### config.mk
export PLATFORM = sky130hd
export DESIGN_NAME = multicycle_controller
export DESIGN_NICKNAME = d
export VERILOG_FILES = /design/src/rtl/multicycle_controller.sv
export SDC_FILE = /design/constraint.sdc
export NUM_CORES = 1
export LEC_CHECK = 0
export BUFFER_PORTS_ARGS = -buffer_cell sky130_fd_sc_hd__buf_2
export CORE_ASPECT_RATIO = 1.1
export CORE_MARGIN = 1
export CORE_UTILIZATION = 40
export CTS_CLUSTER_SIZE = 8
export DETAILED_ROUTE_END_ITERATION = 12
export GPL_TIMING_DRIVEN = 0
export PLACE_DENSITY = 0.74
export SLEW_MARGIN = 30
export SYNTH_ARGS = -nofsm -noshare
export SYNTH_HDL_FRONTEND = slang
export SYNTH_SLANG_ARGS = --single-unit
### constraint.sdc
create_clock -name clk -period 3.6 [get_ports clk]
set_input_delay 0.72 -clock clk [delete_from_list [all_inputs] [get_ports clk]]
set_output_delay 0.72 -clock clk [all_outputs]
set_load 0.01 [all_outputs]
### src/rtl/multicycle_controller.sv
// multicycle_controller: multicycle RISC-V style control FSM with a memory handshake.
// Ports: clk/rst_n (async active-low); opcode/funct3/funct7b5 from the instruction register;
// zero_flag/sign_flag from the live ALU result; mem_ready completes memory accesses.
// Outputs: datapath enables/selects, illegal (sticky), state (debug).
module multicycle_controller #(
    parameter int ENABLE_JAL   = 1,
    parameter int ENABLE_BLT   = 1,
    parameter int ILLEGAL_HALT = 1
) (
    input  logic       clk,
    input  logic       rst_n,
    input  logic [6:0] opcode,
    input  logic [2:0] funct3,
    input  logic       funct7b5,
    input  logic       zero_flag,
    input  logic       sign_flag,
    input  logic       mem_ready,
    output logic       pc_write,
    output logic       ir_write,
    output logic       reg_write,
    output logic       mem_write,
    output logic       adr_src,
    output logic [1:0] result_src,
    output logic [1:0] alu_src_a,
    output logic [1:0] alu_src_b,
    output logic [1:0] imm_src,
    output logic [2:0] alu_control,
    output logic       illegal,
    output logic [3:0] state
);
    typedef enum logic [3:0] {
        FETCH, DECODE, MEMADR, MEMREAD, MEMWB, MEMWRITE,
        EXECR, EXECI, ALUWB, BRANCH, JAL, HALT
    } state_t;

    localparam logic [6:0] OP_LW  = 7'b0000011;
    localparam logic [6:0] OP_SW  = 7'b0100011;
    localparam logic [6:0] OP_R   = 7'b0110011;
    localparam logic [6:0] OP_I   = 7'b0010011;
    localparam logic [6:0] OP_B   = 7'b1100011;
    localparam logic [6:0] OP_JAL = 7'b1101111;

    state_t cur;
    logic   op_mem, op_legal, br_taken;
    logic [2:0] alu_dec;

    assign state    = cur;
    assign op_mem   = opcode == OP_LW || opcode == OP_SW;
    assign op_legal = op_mem || opcode == OP_R || opcode == OP_I || opcode == OP_B ||
                      (opcode == OP_JAL && ENABLE_JAL != 0);
    assign imm_src  = opcode == OP_SW ? 2'b01 : opcode == OP_B ? 2'b10 :
                      opcode == OP_JAL ? 2'b11 : 2'b00;
    // Only register-register forms (opcode[5]) may select sub; slt/sltu are not supported and fall back to add.
    assign alu_dec  = funct3 == 3'b000 ? ((opcode[5] && funct7b5) ? 3'b010 : 3'b000) :
                      (funct3 == 3'b010 || funct3 == 3'b011) ? 3'b000 : funct3;
    assign br_taken = funct3 == 3'b000 ? zero_flag :
                      funct3 == 3'b001 ? ~zero_flag :
                      (funct3 == 3'b100 && ENABLE_BLT != 0) ? sign_flag : 1'b0;

    always_ff @(posedge clk or negedge rst_n) begin
        if (!rst_n) begin
            cur     <= FETCH;
            illegal <= 1'b0;
        end else begin
            unique case (cur)
                FETCH:    cur <= mem_ready ? DECODE : FETCH;
                DECODE:   if (op_legal)
                              cur <= op_mem ? MEMADR : opcode == OP_R ? EXECR :
                                     opcode == OP_I ? EXECI : opcode == OP_B ? BRANCH : JAL;
                          else begin
                              illegal <= 1'b1;
                              cur     <= ILLEGAL_HALT != 0 ? HALT : FETCH;
                          end
                MEMADR:   cur <= opcode == OP_LW ? MEMREAD : MEMWRITE;
                MEMREAD:  cur <= mem_ready ? MEMWB : MEMREAD;
                MEMWRITE: cur <= mem_ready ? FETCH : MEMWRITE;
                EXECR, EXECI, JAL: cur <= ALUWB;
                HALT:     cur <= HALT;
                default:  cur <= FETCH;
            endcase
        end
    end

    // Moore decode; the reset term keeps fetch enables low while rst_n is held.
    always_comb begin
        pc_write    = 1'b0;
        ir_write    = 1'b0;
        reg_write   = 1'b0;
        mem_write   = 1'b0;
        adr_src     = 1'b0;
        result_src  = 2'b00;
        alu_src_a   = 2'b00;
        alu_src_b   = 2'b00;
        alu_control = 3'b000;
        unique case (cur)
            FETCH: begin
                alu_src_b  = 2'b10;
                result_src = 2'b10;
                ir_write   = mem_ready & rst_n;
                pc_write   = mem_ready & rst_n;
            end
            DECODE: begin
                alu_src_a = 2'b01;
                alu_src_b = 2'b01;
            end
            MEMADR: begin
                alu_src_a = 2'b10;
                alu_src_b = 2'b01;
            end
            MEMREAD:  adr_src = 1'b1;
            MEMWB: begin
                result_src = 2'b01;
                reg_write  = 1'b1;
            end
            MEMWRITE: begin
                adr_src   = 1'b1;
                mem_write = 1'b1;
            end
            EXECR: begin
                alu_src_a   = 2'b10;
                alu_control = alu_dec;
            end
            EXECI: begin
                alu_src_a   = 2'b10;
                alu_src_b   = 2'b01;
                alu_control = alu_dec;
            end
            ALUWB:    reg_write = 1'b1;
            BRANCH: begin
                alu_src_a   = 2'b10;
                alu_control = 3'b010;
                pc_write    = br_taken;
            end
            JAL: begin
                alu_src_a = 2'b01;
                alu_src_b = 2'b10;
                pc_write  = 1'b1;
            end
            default: ;
        endcase
    end
endmodule

Word-level counts from Yosys, hierarchy flattened
Index checks and enable logic that the tools add are counted.
{ "word_totals": {"wordCells": 72, "reg_bits": 5} }
{ "classes": {"n_reduce_logical": 18, "mux": 28, "bitwise_logic": 3, "n_eq_ne": 21} }
{ "ops": {"columns": ["operator", "count"], "rows": [
  ["one-hot mux 4 bit (7 select lines)", 1],
  ["== test 4 x 3 -> 1 bit (second input constant)", 4],
  ["== test 4 bit (second input constant)", 4],
  ["two-way mux 4 bit", 4],
  ["two-way mux 3 bit", 5],
  ["== test 7 x 6 -> 1 bit (second input constant)", 2],
  ["== test 7 bit (second input constant)", 2],
  ["one-hot mux 2 bit (2 select lines)", 3],
  ["two-way mux 2 bit", 5],
  ["OR reduction 2 bit", 5],
  ["== test 4 x 2 -> 1 bit (second input constant)", 2],
  ["two-way mux 1 bit", 8],
  ["== test 7 x 2 -> 1 bit (second input constant)", 1],
  ["== test 7 x 5 -> 1 bit (second input constant)", 1],
  ["== test 3 x 2 -> 1 bit (second input constant)", 2],
  ["logical OR 1 bit", 6],
  ["one-hot mux 3 bit (2 select lines)", 1],
  ["OR reduction 3 bit", 2],
  ["== test 4 x 1 -> 1 bit (second input constant)", 1],
  ["logical NOT 4 bit", 1],
  ["OR reduction 4 bit", 1],
  ["== test 3 x 1 -> 1 bit (second input constant)", 1],
  ["== test 3 bit (second input constant)", 1],
  ["logical NOT 3 bit", 1],
  ["5 further kinds", 6]
]} }

Longest topological paths before layout
Gate-level depths: netlist (run 1).
{ "depth": {"ltp_word": 8, "depth_mapped": 5, "mapped_depth_nobuf": 4} }

Least setup slack after synthesis (run 1)
OpenSTA, ideal clock, no wires.
{ "synth_timing": {"path_type": "in2out", "from": "input opcode[2]", "to": "output imm_src[0]", "arrival_time_ns": 1.527, "path_slack_ns": 1.353, "t_required_ns": 2.880, "path_stages": 5, "n_path_buf": 1, "path_cell_list": "nand4bb_1 -> clkbuf_1 -> nor2_1 -> a21oi_1 -> nor3b_1"} }
{ "synth_between": {"elab_chain_cells": 4, "elab_cells_between_ends": 6} }
{ "synth_rtl": {"columns": ["element", "line_no", "text"], "rows": [
  ["start: declaration", "12", "input logic [6:0] opcode,"],
  ["== test 7 bit", "52", "opcode == OP_JAL ? 2'b11 : 2'b00;"],
  ["two-way mux 2 bit", "52", null],
  ["two-way mux 2 bit", "51", "assign imm_src = opcode == OP_SW ? 2'b01 : opcode == OP_B ? 2'b10 :"],
  ["two-way mux 2 bit *", "51", null],
  ["end: declaration", "26", "output logic [1:0] imm_src,"]
]} }
Mark *: on every way between the ends. The rest lies on a longest branch, timed or not.

Worst setup path in the final report (run 1)
{ "layout_timing": {"from": "register cur[0] (netlist: state[0])", "to": "output pc_write"} }
{ "layout_between": {"elab_chain_cells": 2, "elab_cells_between_ends": 4} }
{ "layout_rtl": {"columns": ["element", "line_no", "text"], "rows": [
  ["start: declaration", "43", "state_t cur;"],
  ["start signal: assignment", "66", "FETCH: cur <= mem_ready ? DECODE : FETCH;"],
  ["start signal: assignment", "68", "cur <= op_mem ? MEMADR : opcode == OP_R ? EXECR :"],
  ["start signal: assignment", "72", "cur <= ILLEGAL_HALT != 0 ? HALT : FETCH;"],
  ["== test 4 bit / logical NOT 4 bit (equally long branches)", "95", "unique case (cur)"],
  ["one-hot mux 1 bit (3 select lines) *", "95", null],
  ["end: declaration", "18", "output logic pc_write,"]
]} }
Marks and branches as above.

==> impl_results.md, run 1 <==
* Post-DRT Antenna Nets at 0
* Worst slew pin tran at around 0.41 ns
* Total gr overflow at 0
* Cell internal pwr at 0.3077 mW
* CTS tree: done
* Final Hold Viols at 0
* TNS Setup at 0 ns
* Area grow syn2layout at 34.54%
* Die ar. at 0.001805 mm2
* Syn Nets at 105
* Vias per inst at 5.517
* CP Class: flop to primary output
* Gpl congestion at ~0.67
* DRC at 0
* Total wire length at 1.669 mm
* CTS Sinks at 5
* WL per Instance at 11.51 um
* # hold bufs at CTS at 0
* Data required time of the critical path at 2.88 ns
* Ant diodes at 0
* Initial Utilization at 45.09%
* Lkg Pwr at ~0.46 nW
* Seq/Total Area, Yosys at between 10% and 20%
* Area taken by multi-input logic gates at just under 500 um2
* Commonest non-fill, non-tap cell in the layout: buf_2
* DRT Pass-1 Iters at 4
* Initial DRC count at 20
* Post-layout util at between 60% and 70%
* Reg area at roughly 130 um2
* Slew HR at 72.29%
* Seq cells post-synth at 5
* Final Max Slew Viols at 0
* Switch Pwr at 0.2794 mW
* Area after DPL at 855.8 um2
* Clk_skew at between 0.004 and 0.005 ns
* Port Buf Inserts at 36
* Final Setup Violations at 0
* Avg Cell Area, Syn at 7.367 um2
* CTS buffer count at 3
* Root buffer cell: clkbuf_4
* Worst-skew pair later-pin latency at 0.24 ns
* Final WS setup at ~1.1 ns
* Final Cycle Share at 70.51%
* Post-layout nets at 146
* Vias post-DR at 800
* CP Max Fanout at 10
* CP endpoint kind: primary output
* Commonest non-fill, non-tap cells in the layout: buf_2 (40), nor2_1 (10), o21ai_0 (6), nor3_1 (6), a21oi_1 (6)
* Total power at 0.5871 mW
* FF-to-FF Start: state[0]
* Die Ht at 44.46 um
* I/O pin count at 37
* Period minus WS final at 2.538 ns
* Crit path arrival time at 1.82 ns
* RSZ-0062 raised after global routing: no
* Worst hold path type: input port to asynchronous set/reset pin
* Die width at 40.60 um
* Pwr Density at 665.6 mW/mm2
* Dpl ws at 1.093 ns
* Final HPWL DP at approximately 1.3 mm
* Max-cap violations at 0
* Vias in the first global route at 658
* Largest net degree at the start of global routing at 11
* Post-Syn Area at 655.6 um2
* Rows at 14
* First-pass GRT wire length at 2.663 mm
* Clock power share at 11.3%
* Mapped Cells at 89
* Ratio of cells with drive above 1 in the final layout at 40.31%
* Resize count post-CTS at 0
* Worst Setup Start Kind: flop
* CTS HTree Levels at 1
* # Post-CTS Setup Buffers at 0
* Initial antenna violation count at 0
* Critical path launch point: state[0]
* Global-route usage over all layers at 20.53%
* Clk slew on worst S/H paths at ~0.05 ns
* Flop pwr share at roughly 18%
* Max Clk Rate at 394.0 MHz
* Net Sw Frac at 47.59%
* Status: finished clean
* Filler cell count at 149
* Core region area at 0.001454 mm2
* Longest Clk Path Bufs at 2
* Distinct cells, synth at 39
* Finished Cell Area at 882.1 um2
* Worst VDD drop at ~0.24 mV
* Combinational Power Share at between 70% and 80%
* Synth Warn # at 0
-- cell families (layout without fill, tap and decap cells) --
group | Yosys count | count (layout) | share of synthesized area, %
compound gates | 22 | 22 | 20.80
buf+inv | 9 | 49 | 7.060
flops | 5 | 5 | 19.08
mux | 2 | 2 | 3.244
xor+xnor | 4 | 4 | 5.344
simple gates | 47 | 47 | 44.47
-- power groups by stage --
| stage | registers, mW | clock network, mW | logic, mW |
|---|---|---|---|
| 2_1_floorplan | 0.108 | 0 | 0.283 |
| 3_3_place_gp | 0.105 | 0 | 0.410 |
| 3_5_place_dp | 0.105 | 0 | 0.418 |
| 4_1_cts | 0.105 | 0.0654 | 0.420 |
| 5_1_grt | 0.109 | 0.0725 | 0.472 |
| 6_report | 0.104 | 0.0661 | 0.417 |
-- sequential cells by signal (all words and copies together), names as in the netlist --
signal	flops
state	4
illegal	1
-- per-stage QoR --
step | hold slack (ns) | std cells
floorplan | 0.4244 | 89
finish | 0.2986 | 145
detailed placement | 0.4548 | 141
global placement | 0.4487 | 141
global route | 0.3038 | 145
CTS | 0.3054 | 145
-- final timing paths --
kind | end | slack [ns] | cells past startpoint
min reg2reg | illegal | 0.46 | 1
max | pc_write | 1.06 | 6
max reg2reg | state[2] | 2.10 | 5
max in group asynchronous | state[1] | 3.15 | 1
min in group clk | illegal | 0.46 | 1
min | state[2] | 0.30 | 1
-- worst max-delay path, stage by stage (launching register included) --
cell,delay [ns]
dfrtp_1,0.40
buf_6,0.16
and2b_2,0.19
nand2_2,0.08
or4_1,0.49
o31ai_1,0.08
buf_2,0.16
-- layout make-up --
| class | count | share of cell area (%) |
|---|---|---|
| plain buffers | 6 | 3.972 |
| repair buffers | 36 | 20.43 |
| multi-input cells | 75 | 54.89 |
| inverters | 3 | 1.277 |
| flip-flops and latches | 5 | 14.18 |
| clock buffers | 4 | 2.979 |
| well taps | 16 | 2.270 |
-- routing by layer --
metal	up-vias	global-route usage (%)	wire length, um
met1	369	24.30	760
met5	-	0	0
li1	410	-	-
met3	0	1.508	55
met4	0	6.000	0
met2	21	37.46	853
-- cell usage after synthesis --
cell type	number	area, um2
a2111oi_0	1	8.760
a211oi_1	1	7.510
a21o_1	1	7.510
a21oi_1	6	30.03
a32oi_1	1	8.760
and2b_2	1	8.760
and3_1	2	12.51
and3b_1	1	8.760
buf_2	4	20.02
buf_6	1	11.26
clkbuf_1	1	3.750
dfrtp_1	5	125.1
inv_1	3	11.26
mux2_2	1	11.26
mux2i_1	1	10.01
nand2_1	5	18.77
nand2_2	1	6.260
nand2b_1	5	31.28
nand3_1	1	5.000
nand3b_4	1	20.02
nand4_1	1	6.260
nand4bb_1	1	11.26
nor2_1	10	37.54
nor2b_1	2	12.51
nor3_1	6	30.03
nor3b_1	3	22.52
nor4_1	1	6.260
o211ai_1	1	7.510
o21ai_0	6	30.03
o21ai_2	1	8.760
o22ai_1	2	12.51
o31ai_1	2	15.01
or2_2	1	6.260
or3b_2	1	8.760
or4_1	2	15.01
or4b_1	1	10.01
or4b_4	1	13.76
xnor2_1	2	17.52
xor2_1	2	17.52
No activity file was read; power rests on OpenSTA's default activity.
==> run 2: changes to the inputs <==
ABC_AREA = 1   (was unset)
CORE_UTILIZATION = 37   (was 40)
PLACE_DENSITY = 0.73   (was 0.74)
clock period = 2.3 ns   (was 3.6 ns; I/O delays follow)
==> impl_results.md, run 2 <==
* Die width at 40.66 um (was 40.60 um)
* Ant diodes at 0 (unchanged)
* Period minus WS final at 1.838 ns
* Top delay family on crit path: flip-flops (was simple AND/OR/NAND/NOR gates)
* Top cells by area, synth: dfrtp_1 (21%), nand2_1 (19%), inv_1 (14%), nand3_1 (12%), nor2_1 (9.3%) (was dfrtp_1 (19%), nor2_1 (5.7%), nand2b_1 (4.8%), a21oi_1 (4.6%), nor3_1 (4.6%))
* Slew HR at 82.98% (was 72.29%)
* Reg area at 125.1 um2 (unchanged)
* Distinct cells, synth at 16 (was 39)
* Total gr overflow at 0 (unchanged)
* CP Class: flop to primary output (unchanged)
* Cell internal pwr at 0.4138 mW (was 0.3077 mW)
* CTS Sinks at 5 (unchanged)
* FF-to-FF Start: state[2] (was state[0])
* Worst VDD drop at 0.3890 mV (was 0.2442 mV)
* Top-count cell post-synth: nand2_1 (was nor2_1)
* Final Max Slew Viols at 0 (unchanged)
* Post-DRT Antenna Nets at 0 (unchanged)
* Commonest non-fill, non-tap cell in the layout: buf_2 (unchanged)
* Crit path arrival time at 1.38 ns (was 1.82 ns)
* Gpl congestion at 0.8035 (was 0.6691)
* Final HPWL DP at 1.329 mm (was 1.348 mm)
* Worst path buffer plus inverter count at 3 (was 2)
* Commonest non-fill, non-tap cells in the layout: buf_2 (36), nand2_1 (30), inv_1 (22), nor2_1 (15), nand3_1 (14) (was buf_2 (40), nor2_1 (10), o21ai_0 (6), nor3_1 (6), a21oi_1 (6))
* Final Cycle Share at 79.91%
* Ratio of cells with drive above 1 in the final layout at 33.33% (was 40.31%)
* Post-synth EDFFs at 0 (unchanged)
* Longest Clk Path Bufs at 2 (unchanged)
* TNS Setup at 0 ns (unchanged)
* Die ar. at 0.001810 mm2 (was 0.001805 mm2)
* Vias post-DR at 815 (was 800)
* Filler cell count at 164 (was 149)
* Synth Warn # at 0 (unchanged)
* RSZ-0062 raised after global routing: no (unchanged)
* Setup crit end: alu_src_b[0] (was pc_write)
* CTS buffer count at 3 (unchanged)
* Seq cells post-synth at 5 (unchanged)
* Critical path launch point: state[2] (was state[0])
* Clk_skew at 0.002032 ns (was 0.004489 ns)
* Dpl ws at 0.6763 ns (was 1.093 ns)
* Worst reg-to-reg path cell count at 5 (unchanged)
* Max incr delay on CP at 0.44 ns (was 0.49 ns)
* Pwr Density at 1055 mW/mm2 (was 665.6 mW/mm2)
* Largest net degree at the start of global routing at 9 (was 11)
* Top-area cell type share of the netlist area at 20.58% (was 19.08%)
* Clk slew on worst S/H paths at 0.04 ns (was 0.05 ns)
* Seq/Total Area, Yosys at 20.58% (was 19.08%)
* # hold bufs at CTS at 0 (unchanged)
* Global-route usage over all layers at 19.57% (was 20.53%)
* Reg2Reg Capture Point: state[2] (unchanged)
* Worst Setup Start Kind: flop (unchanged)
* Core region area at 0.001558 mm2 (was 0.001454 mm2)
* Final Setup Violations at 0 (unchanged)
* Port Buf Inserts at 36 (unchanged)
* Post-layout nets at 170 (was 146)
* Area grow syn2layout at 37.45% (was 34.54%)
* Die Ht at 44.52 um (was 44.46 um)
* Initial antenna violation count at 0 (unchanged)
* DRT Pass-1 Iters at 5 (was 4)
* Total wire length at 1.549 mm (was 1.669 mm)
* I/O pin count at 37 (unchanged)
* Max reg flops at 4 (unchanged)
* Vias in the first global route at 690 (was 658)
* Max Clk Rate at 544.1 MHz
* Worst hold path type: input port to asynchronous set/reset pin (unchanged)
* Combinational Power Share at 68.1% (was 71.0%)
* Status: finished clean (unchanged)
* Lkg Pwr at 0.5581 nW (was 0.4586 nW)
* Final Hold Viols at 0 (unchanged)
* DRC at 0 (unchanged)
* Initial Utilization at 39.04% (was 45.09%)
* Syn Nets at 129 (was 105)
* CP Max Fanout at 6 (was 10)
* Reg2Reg Setup Slack at 1.18 ns (was 2.10 ns)
* Net Sw Frac at 53.09% (was 47.59%)
* Flop pwr share at 20.8% (was 17.7%)
* Synth async-reset ratio at 100.0% (unchanged)
* Synth area leader: dfrtp_1 (unchanged)
* Resize count post-CTS at 0 (unchanged)
* Worst-skew pair later-pin latency at 0.23 ns (was 0.24 ns)
* CTS HTree Levels at 1 (unchanged)
* Main synth FF type: dfrtp_1 (unchanged)
* Root buffer cell: clkbuf_4 (unchanged)
* First-pass GRT wire length at 2.553 mm (was 2.663 mm)
* Data required time of the critical path at 1.84 ns (was 2.88 ns)
* Worst slew pin tran at 0.2553 ns (was 0.4052 ns)
* # Post-CTS Setup Buffers at 0 (unchanged)
* Total power at 0.8821 mW (was 0.5871 mW)
* Mapped Cells at 113 (was 89)
* Crit path depth at 6 (unchanged)
* CP Cell Sequence: nor2_4 > inv_2 > nor2_4 > inv_1 > o211ai_1 > buf_2 (was buf_6 > and2b_2 > nand2_2 > or4_1 > o31ai_1 > buf_2)
* CTS tree: done (unchanged)
* Avg Cell Area, Syn at 5.381 um2 (was 7.367 um2)
* CP endpoint kind: primary output (unchanged)
* Crit-path most repeated cell: nor2_4
* Post-Syn Area at 608.1 um2 (was 655.6 um2)
* Area taken by multi-input logic gates at 381.6 um2 (was 484.2 um2)
* Rows at 15 (was 14)
* Critical path's slowest cell: dfrtp_1 (was or4_1)
* Clock power share at 11.1% (was 11.3%)
* Initial DRC count at 19 (was 20)
* Vias per inst at 4.794 (was 5.517)
* Max-cap violations at 0 (unchanged)
* Final WS setup at 0.4620 ns (was 1.062 ns)
* Top post-synthesis cells by count: nand2_1 (30), inv_1 (22), nor2_1 (15) (was nor2_1 (10), a21oi_1 (6), nor3_1 (6), o21ai_0 (6))
* WL per Instance at 9.112 um (was 11.51 um)
* Switch Pwr at 0.4684 mW (was 0.2794 mW)
==> run 2: cell count changes after synthesis, sizes merged, moves of 5 or more <==
cell    delta
buf        -5
inv       +24
nand2     +27
nand2b     -5
nand3     +13
nor2       +8
nor3       -6
==> run 2: worst min path at each step <==
stage | endpoint | cells after the start | slack, ns
global placement | state[3] | 1 | 0.29
CTS | state[3] | 1 | 0.04
finish | state[3] | 1 | 0.04
floorplan | illegal | 0 | 0.16
detailed placement | state[3] | 1 | 0.29
global route | state[3] | 1 | 0.03
==> run 2: final cells by class <==
type / instances / share of cell area [%]
sequential: 5 / 14.97
tap: 17 / 2.545
multi-input combinational: 81 / 45.66
timing repair buffer: 36 / 21.56
inverter: 27 / 12.13
clock buffer: 4 / 3.144
==> run 2: power groups by stage <==
stage	Clock (mW)	Combinational [mW]	Sequential [mW]
floorplan	0	0.380	0.190
global placement	0	0.591	0.181
detailed placement	0	0.601	0.183
CTS	0.0976	0.602	0.183
global route	0.109	0.686	0.187
finish	0.0982	0.601	0.183
==> run 2: cell families after synthesis <==
| kind of cell | share of synthesized area, % |
|---|---|
| AND/OR/NAND/NOR | 49.18 |
| AO/OA/AOI/OAI | 13.58 |
| flip-flops | 20.58 |
| buffers and inverters | 16.67 |
==> run 2: per-layer routing <==
| metal | routed length [um] | GRT usage (%) | vias up |
|---|---|---|---|
| li1 | - | - | 431 |
| met1 | 703 | 24.38 | 354 |
| met2 | 762 | 34.29 | 30 |
| met3 | 84 | 4.523 | 0 |
| met4 | 0 | 2.000 | 0 |
| met5 | 0 | 0 | - |
==> run 2: through the flow <==
| stage | area [um2] | instances | hold slack (ns) | utilization (%) |
|---|---|---|---|---|
| after detailed placement | 809.5 | 166 | 0.2888 | 51.97 |
| after floorplan | 608.1 | 113 | 0.1644 | - |
| final | 835.8 | 170 | 0.04176 | 53.65 |
| after global placement | 809.5 | 166 | 0.2874 | 51.97 |
| after global routing | 835.8 | 170 | 0.03485 | 53.65 |
| after CTS | 835.8 | 170 | 0.04170 | 53.65 |
